### src/rtl/alarm_pkg.sv
// Shared types and constants for the anti-theft alarm sequencer: state
// encodings, delay-table indices, time type and table defaults.
package alarm_pkg;

    typedef logic [3:0] time_t;

    typedef enum logic [2:0] {
        DISARMED    = 3'd0,
        WAIT_CLOSE  = 3'd1,
        ARM_DELAY   = 3'd2,
        ARMED       = 3'd3,
        TRIGGERED   = 3'd4,
        SOUND_ALARM = 3'd5,
        ALARM_HOLD  = 3'd6
    } state_t;

    localparam int NUM_ENTRIES = 4;

    localparam logic [1:0] IDX_ARM       = 2'd0;
    localparam logic [1:0] IDX_DRIVER    = 2'd1;
    localparam logic [1:0] IDX_PASSENGER = 2'd2;
    localparam logic [1:0] IDX_ALARM     = 2'd3;

    localparam time_t T_ARM_DEF       = 4'd6;
    localparam time_t T_DRIVER_DEF    = 4'd8;
    localparam time_t T_PASSENGER_DEF = 4'd15;
    localparam time_t T_ALARM_DEF     = 4'd10;

    function automatic logic siren_of(input state_t s);
        return (s == SOUND_ALARM) || (s == ALARM_HOLD);
    endfunction

    function automatic logic status_of(input state_t s, input logic blink);
        case (s)
            ARMED:                              return blink;
            TRIGGERED, SOUND_ALARM, ALARM_HOLD: return 1'b1;
            default:                            return 1'b0;
        endcase
    endfunction

endpackage

### src/rtl/alarm_sequencer_time_param_regs.sv
// Four-entry delay table: one synchronous write port, one combinational
// read port. Entries reset to the supplied defaults.
module time_param_regs
    import alarm_pkg::*;
#(
    parameter time_t DEF_ARM       = T_ARM_DEF,
    parameter time_t DEF_DRIVER    = T_DRIVER_DEF,
    parameter time_t DEF_PASSENGER = T_PASSENGER_DEF,
    parameter time_t DEF_ALARM     = T_ALARM_DEF
) (
    input  logic       clock,
    input  logic       reset,
    input  logic       wr_en,
    input  logic [1:0] wr_sel,
    input  time_t      wr_value,
    input  logic [1:0] rd_sel,
    output time_t      rd_value
);

    localparam logic [NUM_ENTRIES-1:0][3:0] DEFAULTS =
        {DEF_ALARM, DEF_PASSENGER, DEF_DRIVER, DEF_ARM};

    logic [NUM_ENTRIES-1:0][3:0] tbl;

    for (genvar i = 0; i < NUM_ENTRIES; i++) begin : g_entry
        always_ff @(posedge clock or posedge reset) begin
            if (reset)
                tbl[i] <= DEFAULTS[i];
            else if (wr_en && (wr_sel == 2'(i)))
                tbl[i] <= wr_value;
        end
    end

    assign rd_value = tbl[rd_sel];

endmodule

### src/rtl/alarm_sequencer.sv
// Anti-theft alarm control FSM: owns the delay table, starts the countdown
// timer and drives siren/status LED. `define FUEL_PUMP_EN adds the fuel-pump
// interlock (hidden_switch, brake, fuel_pump).
module alarm_sequencer
    import alarm_pkg::*;
#(
    parameter time_t T_ARM_DEFAULT       = T_ARM_DEF,
    parameter time_t T_DRIVER_DEFAULT    = T_DRIVER_DEF,
    parameter time_t T_PASSENGER_DEFAULT = T_PASSENGER_DEF,
    parameter time_t T_ALARM_DEFAULT     = T_ALARM_DEF
) (
    input  logic       clock,
    input  logic       reset,
    input  logic       ignition,
    input  logic       door_driver,
    input  logic       door_pass,
    input  logic       reprogram,
    input  logic [1:0] time_param_sel,
    input  logic [3:0] time_value,
    input  logic       expired,
    input  logic       half_hz_enable,
`ifdef FUEL_PUMP_EN
    input  logic       hidden_switch,
    input  logic       brake,
    output logic       fuel_pump,
`endif
    output logic       start_timer,
    output logic [3:0] timer_value,
    output logic       siren,
    output logic       status_indicator,
    output logic [2:0] state_out
);

    state_t     state, nxt;
    logic       start_req;
    logic [1:0] start_sel, sel_q;
    logic       blank_q;
    logic       expired_ok;
    logic       any_door;

    // The timer needs a cycle to load, so its expired level is stale during
    // the start pulse and the cycle after.
    assign expired_ok = expired && !start_timer && !blank_q;
    assign any_door   = door_driver || door_pass;

    time_param_regs #(
        .DEF_ARM       (T_ARM_DEFAULT),
        .DEF_DRIVER    (T_DRIVER_DEFAULT),
        .DEF_PASSENGER (T_PASSENGER_DEFAULT),
        .DEF_ALARM     (T_ALARM_DEFAULT)
    ) u_regs (
        .clock    (clock),
        .reset    (reset),
        .wr_en    (reprogram),
        .wr_sel   (time_param_sel),
        .wr_value (time_value),
        .rd_sel   (sel_q),
        .rd_value (timer_value)
    );

    always_comb begin
        nxt       = state;
        start_req = 1'b0;
        start_sel = sel_q;
        if (reprogram) begin
            nxt = ARMED;
        end else if (ignition) begin
            nxt = DISARMED;
        end else begin
            case (state)
                DISARMED:
                    if (door_driver) nxt = WAIT_CLOSE;
                WAIT_CLOSE:
                    if (!any_door) begin
                        nxt       = ARM_DELAY;
                        start_req = 1'b1;
                        start_sel = IDX_ARM;
                    end
                ARM_DELAY:
                    if (any_door)        nxt = WAIT_CLOSE;
                    else if (expired_ok) nxt = ARMED;
                ARMED:
                    if (any_door) begin
                        nxt       = TRIGGERED;
                        start_req = 1'b1;
                        start_sel = door_driver ? IDX_DRIVER : IDX_PASSENGER;
                    end
                TRIGGERED:
                    if (expired_ok) nxt = SOUND_ALARM;
                SOUND_ALARM:
                    if (!any_door) begin
                        nxt       = ALARM_HOLD;
                        start_req = 1'b1;
                        start_sel = IDX_ALARM;
                    end
                ALARM_HOLD:
                    if (any_door)        nxt = SOUND_ALARM;
                    else if (expired_ok) nxt = ARMED;
                default:
                    nxt = DISARMED;
            endcase
        end
    end

    always_ff @(posedge clock or posedge reset) begin
        if (reset) begin
            state            <= DISARMED;
            start_timer      <= 1'b0;
            sel_q            <= IDX_ARM;
            blank_q          <= 1'b0;
            siren            <= 1'b0;
            status_indicator <= 1'b0;
        end else begin
            state            <= nxt;
            start_timer      <= start_req;
            blank_q          <= start_timer;
            siren            <= siren_of(nxt);
            status_indicator <= status_of(nxt, half_hz_enable);
            if (start_req)
                sel_q <= start_sel;
        end
    end

    assign state_out = state;

`ifdef FUEL_PUMP_EN
    always_ff @(posedge clock or posedge reset) begin
        if (reset)
            fuel_pump <= 1'b0;
        else if (!ignition)
            fuel_pump <= 1'b0;
        else if (hidden_switch && brake)
            fuel_pump <= 1'b1;
    end
`endif

endmodule

### config.mk
export PLATFORM = sky130hd
export DESIGN_NAME = alarm_sequencer
export DESIGN_NICKNAME = d
export VERILOG_FILES = /design/src/rtl/alarm_pkg.sv /design/src/rtl/alarm_sequencer_time_param_regs.sv /design/src/rtl/alarm_sequencer.sv
export SDC_FILE = /design/constraint.sdc
export NUM_CORES = 1
export LEC_CHECK = 0
export CAP_MARGIN = 20
export CORE_MARGIN = 5
export CORE_UTILIZATION = 35
export DETAILED_ROUTE_END_ITERATION = 10
export GPL_TIMING_DRIVEN = 0
export PLACE_DENSITY = 0.64
export SETUP_SLACK_MARGIN = 0.15
export SLEW_MARGIN = 15
export SYNTH_ARGS = -nofsm -noshare
export SYNTH_HDL_FRONTEND = slang
export SYNTH_SLANG_ARGS = --single-unit
### constraint.sdc
create_clock -name clock -period 1.6 [get_ports clock]
set_input_delay 0.16 -clock clock [delete_from_list [all_inputs] [get_ports clock]]
set_output_delay 0.16 -clock clock [all_outputs]
set_load 0.01 [all_outputs]
# Word-level counts from Yosys, hierarchy flattened
# Cells that the tools add are included.
# totals
out_inout_bits,10
in_bits,14
regBits,25
elab_cells,69
# op_classes
n_bitwise,2
reduce_logical,16
magnitude_cmp,1
mux,24
eq_ne,16
# op_table
operator,n
2-to-1 mux 3 bit,10
one-hot mux 3 bit (7 select lines),1
"== test 3 bit, second input constant",6
"== test 3 x 2 -> 1 bit, second input constant",3
binary-select mux 4 bit (select 2 bit),1
2-to-1 mux 2 bit,4
AND reduction 7 bit,1
logical AND 1 bit,6
"!= test 2 bit, second input constant",3
one-hot mux 2 bit (3 select lines),1
"== test 2 bit, second input constant",2
2-to-1 mux 1 bit,4
2-to-1 mux 4 bit,1
one-hot mux 1 bit (2 select lines),2
"== test 3 x 1 -> 1 bit, second input constant",1
logical NOT 3 bit,1
"less-than comparator 2 x 3 -> 1 bit, second input constant",1
nonzero test 3 bit,1
OR reduction 3 bit,1
"== test 2 x 1 -> 1 bit, second input constant",1
logical NOT 1 bit,2
logical NOT 2 bit,1
logical OR 1 bit,2
inverter 1 bit,2
OR reduction 2 bit,1

# Depth between registers and ports, before layout
# depth
ltp_word,11
mapped_depth,5
ltp_nobuf,4

# By module
# Synthesis repeated with hierarchy kept, for this count alone.
# hier_totals
hier_cells,85
hier_area_um2,1214.9
# by_module_without_submodules
mod,area_per_inst_um2,instances,seq_area_each_um2,cells_per_inst
time_param_regs,724.4,1,411.6,41
alarm_sequencer,490.5,1,225.2,44

# Worst setup path before layout
# No wires, ideal clock.
# synth_path
path_kind,register to register
startpoint,register start_timer
endpoint,register siren
t_required_ps,1489
stages_incl_launch_ff,5
path_buffers,0
path_slack_ps,67
setup_ps,111
synth_period_minus_slack_ps,1533
arrival_time_ps,1422
path_cell_list,dfrtp_1 -> or3b_4 -> a31oi_1 -> nand3_1 -> a2111oi_2
# synth_via
elab_chain_cells,10
elab_cells_between_ends,13
cone_classes,eq/ne (2); mux (7); reduce/logical (4)
# synth_lines
element,line,source
"start, declared",alarm_sequencer.sv:27,"output logic start_timer,"
"start signal, assigned",alarm_sequencer.sv:115,start_timer <= start_req;
logical NOT 1 bit *,alarm_sequencer.sv:43,assign expired_ok = expired && !start_timer && !blank_q;
logical AND 1 bit * (2 in a row),alarm_sequencer.sv:43,
2-to-1 mux 3 bit,"alarm_sequencer.sv:81, alarm_sequencer.sv:98",
2-to-1 mux 3 bit (on tied branches),"alarm_sequencer.sv:97, alarm_sequencer.sv:80",
one-hot mux 3 bit (7 select lines) *,alarm_sequencer.sv:70,case (state)
2-to-1 mux 3 bit *,alarm_sequencer.sv:67,end else if (ignition) begin
2-to-1 mux 3 bit *,alarm_sequencer.sv:65,if (reprogram) begin
== test 3 bit,alarm_pkg.sv:30,return (s == SOUND_ALARM) || (s == ALARM_HOLD);
logical OR 1 bit *,alarm_pkg.sv:30,
"end signal, assigned",alarm_sequencer.sv:117,siren <= siren_of(nxt);
"end, declared",alarm_sequencer.sv:29,"output logic siren,"
# Every way passes the cells marked *; elsewhere a longest branch is shown, timed or not.
# A chain may end at the register's enable or synchronous reset.

# Worst setup path in the final report
# layout_path
startpoint,register sel_q[1]
endpoint,output port timer_value[0]
# layout_via
elab_chain_cells,2
# layout_lines
element,line,source
"start, declared",alarm_sequencer.sv:36,"logic [1:0] start_sel, sel_q;"
"start signal, assigned",alarm_sequencer.sv:120,sel_q <= start_sel;
binary-select mux 4 bit (select 2 bit),alarm_sequencer_time_param_regs.sv:34,assign rd_value = tbl[rd_sel];
2-to-1 mux 4 bit (not written as such),alarm_sequencer_time_param_regs.sv:34,
"end, declared",alarm_sequencer.sv:28,"output logic [3:0] timer_value,"
# No other way between the ends. The select of a mux whose other input is x is not followed.

==> impl_results.md <==
* Status: complete, but fails checks
* Failing checks: negative setup slack
* Async S/R FF share, synth at 100%
* Cells on Worst Hold Path at 2
* Via density at 4.97
* Final core utilization at 50.3%
* H-tree depth at 1
* Pre-CTS worst setup slack at -0.192 ns
* Starting DRT DRC Count at 32
* Clock Tree Buf Depth at 2
* Port bufs at 21
* Worst Clk Skew at ~0.0046 ns
* Most frequent cells after synthesis: mux2_2, dfrtp_1, dfstp_2
* Worst Reg-to-Reg Cells at 4
* CTS root buf: clkbuf_4
* Sequential-to-total area share from yosys stat at 52.6%
* Top Family by Delay on Critical Path: multiplexers
* Largest stage delay, worst path at ~0.51 ns
* Inserted Clock Buffers at 3
* Crit path time final at 1.63 ns
* Syn Inst Count at 91
* Yosys reg bits at 25
* Die Y at 68.8 um
* Fraction of the mapped netlist area in simple logic gates at between 10% and 20%
* Worst r2r src: start_timer
* Synthesized Nets at roughly 110
* WS Path Type: reg2out
* Num rows at 21
* Reg2Reg Capture Point: siren
* Post-synthesis compound-gate area fraction at 8.17%
* Period utilization at 102%
* Residual DRC at 0
* Yosys warnings at 0
* CP bufs+invs at 2
* Clk pin slew, worst setup/hold paths at 0.14 ns
* Largest family of logic cells by synthesized area: multiplexers
* WHS Endpoint: siren
* Sink Count at 25
* DIE WIDTH at 68.8 um
* Total track usage at 12.8%
* Antenna cell count at 0
* Routed WL at 2700 um
* Worst-Margin Slew at 0.929 ns
* Initial Util at about 36%
* Post-layout power at 1.65 mW
* CP arrival at 1.47 ns
* Synth Flop Type: dfrtp_1
* Crit start category: flip-flop
* Final setup fails at 3
* Critical Path Sink Type: primary output
* CP required at 1.44 ns
* Most used cell, CP: buf_6
* Max-slew violation count at 0
* Share of cells above drive strength 1 at between 50 and 60%
* Peak VDD IR at 0.375 mV
* Synth top area share at 33.1%
* Largest net degree at the start of global routing at 26
* Post-synth EDFFs at 0
* Post-synthesis adder-cell area fraction at 0%
* Post-synthesis xor/xnor area fraction at 0%
* R2R Setup Slk at roughly 0.050 ns
* Initial antenna violation count at 0
* Slowest CP cell: mux4_2
* Post-synthesis mux area share at 24.1%
* Placed Instance Area at 0.00150 mm^2
* CTS tree: done
* Min-delay src: reprogram
* Final HPWL DP at 1920 um
* Post-Syn Area at 0.00121 mm^2
* Clk_lat worst skew at 0.32 ns
* Mean Syn Cell Area at 13.3 um^2
* Die area at roughly 0.0047 mm^2
* Core ar. at 0.00334 mm^2
* 1st-pass router iterations at 4
* Synth top area cells: dfrtp_1, dfstp_2, mux2_2, mux4_2, inv_1
* Max Cap Viol at 0
* Fin area at 0.00168 mm^2
* Unrepaired setup endpoints after global routing: yes
* CP Cell Sequence: buf_6 > mux4_2 > buf_6
* Boundary pin count at 24
* Count leader, synth: mux2_2
* Final worst setup slack at -0.0329 ns
* Nets at 145
* Relative slew slack at 38.0%
* Routed vias at just under 900
* First-pass GRT wire length at 4370 um
* Largest area contributor in the netlist: dfrtp_1
* Average wire per standard cell at 15.3 um
* Final hold slack at 0.0311 ns
* Synth unique cells at 28
* Grt total ovfl at 0
* Static Leak at 0.721 nW
* Area Overhead vs Synth at 38.7%
* DRT antenna net count at 0
* Min-Delay Path Class: in2reg
* Final Hold Fails at 0
* Final GP Congestion at 0.901
* Cell Pwr Density at 983 mW/mm^2
* Max Fclk at 0.612 GHz
* Vias in the first global route at 905
* Max FO, Critical Path at 3
report_power, final:
part | leakage, nW | switching, mW | internal [mW] | total (mW)
registers | 0.287 | 0.0577 | 0.765 | 0.823
clock network | 0.0150 | 0.193 | 0.0976 | 0.290
logic | 0.419 | 0.205 | 0.331 | 0.536
registers in the layout, summed over array words and instances (netlist names):
signal / cells
sel_q: 2
state_out: 3
blank_q: 1
status_indicator: 1
start_timer: 1
u_regs.tbl: 16
siren: 1
cell usage in the layout (no fill, tap or decap), types with 3 or more instances in the layout:
master           Yosys  routed
dfrtp_2              0       5
nand3b_1             3       3
buf_4                0      13
dfrtp_1             16      11
mux2_2              17      17
buf_6                2       7
nor2_1               6       4
inv_1                7       7
clkbuf_4             0       3
dlygate4sd2_1        0       3
dfstp_2              9       9
mux4_2               4       4
clkdlybuf4s50_1      0      12
logic make-up after synthesis:
group / Yosys count
DFF: 25
muxes: 22
and+or+nand+nor: 21
AOI/OAI and AO/OA: 14
buffers and inverters: 9
worst max-delay path by stage:
stage,startpoint,endpoint,slack (ns),cells past startpoint
final,sel_q[1],timer_value[0],-0.03,3
after global routing,sel_q[1],timer_value[1],-0.1,3
after CTS,sel_q[1],timer_value[0],-0.05,3
after detailed placement,door_pass,sel_q[0],-0.19,5
after global placement,expired,siren,-0.17,5
after floorplan,start_timer,siren,0.14,4
per-layer routing:
metal  share of wire [%]  vias to the layer above  GRT usage (%)
met5                   0                        -              0
met4                 1.9                        0           6.08
met3                 5.7                        6           3.08
met2                  49                       26           20.3
met1                  43                      429           16.4
li1                    -                      414              -
stage by stage:
stage | std cells | setup TNS, ns
floorplan | 91 | 0
global placement | 158 | -0.797
detailed placement | 158 | -0.872
CTS | 174 | -0.120
global route | 176 | -0.303
finish | 176 | -0.0799
area by class of cell:
cell class | instances | area (um^2)
multi-input combinational | 57 | 584
tap | 46 | 57.6
buffer | 2 | 22.5
fill | 317 | 1660
inverter | 7 | 26.3
sequential | 25 | 643
timing repair buffer | 35 | 318
clock buffer | 4 | 26.3
repair_timing:
action,CTS,global route
setup buffers,12,2
endpoints found under the setup margin,11,11
gates resized for setup,28,8
hold buffers,0,0
pin swaps,3,2
Power figures use the tool's default switching activity.
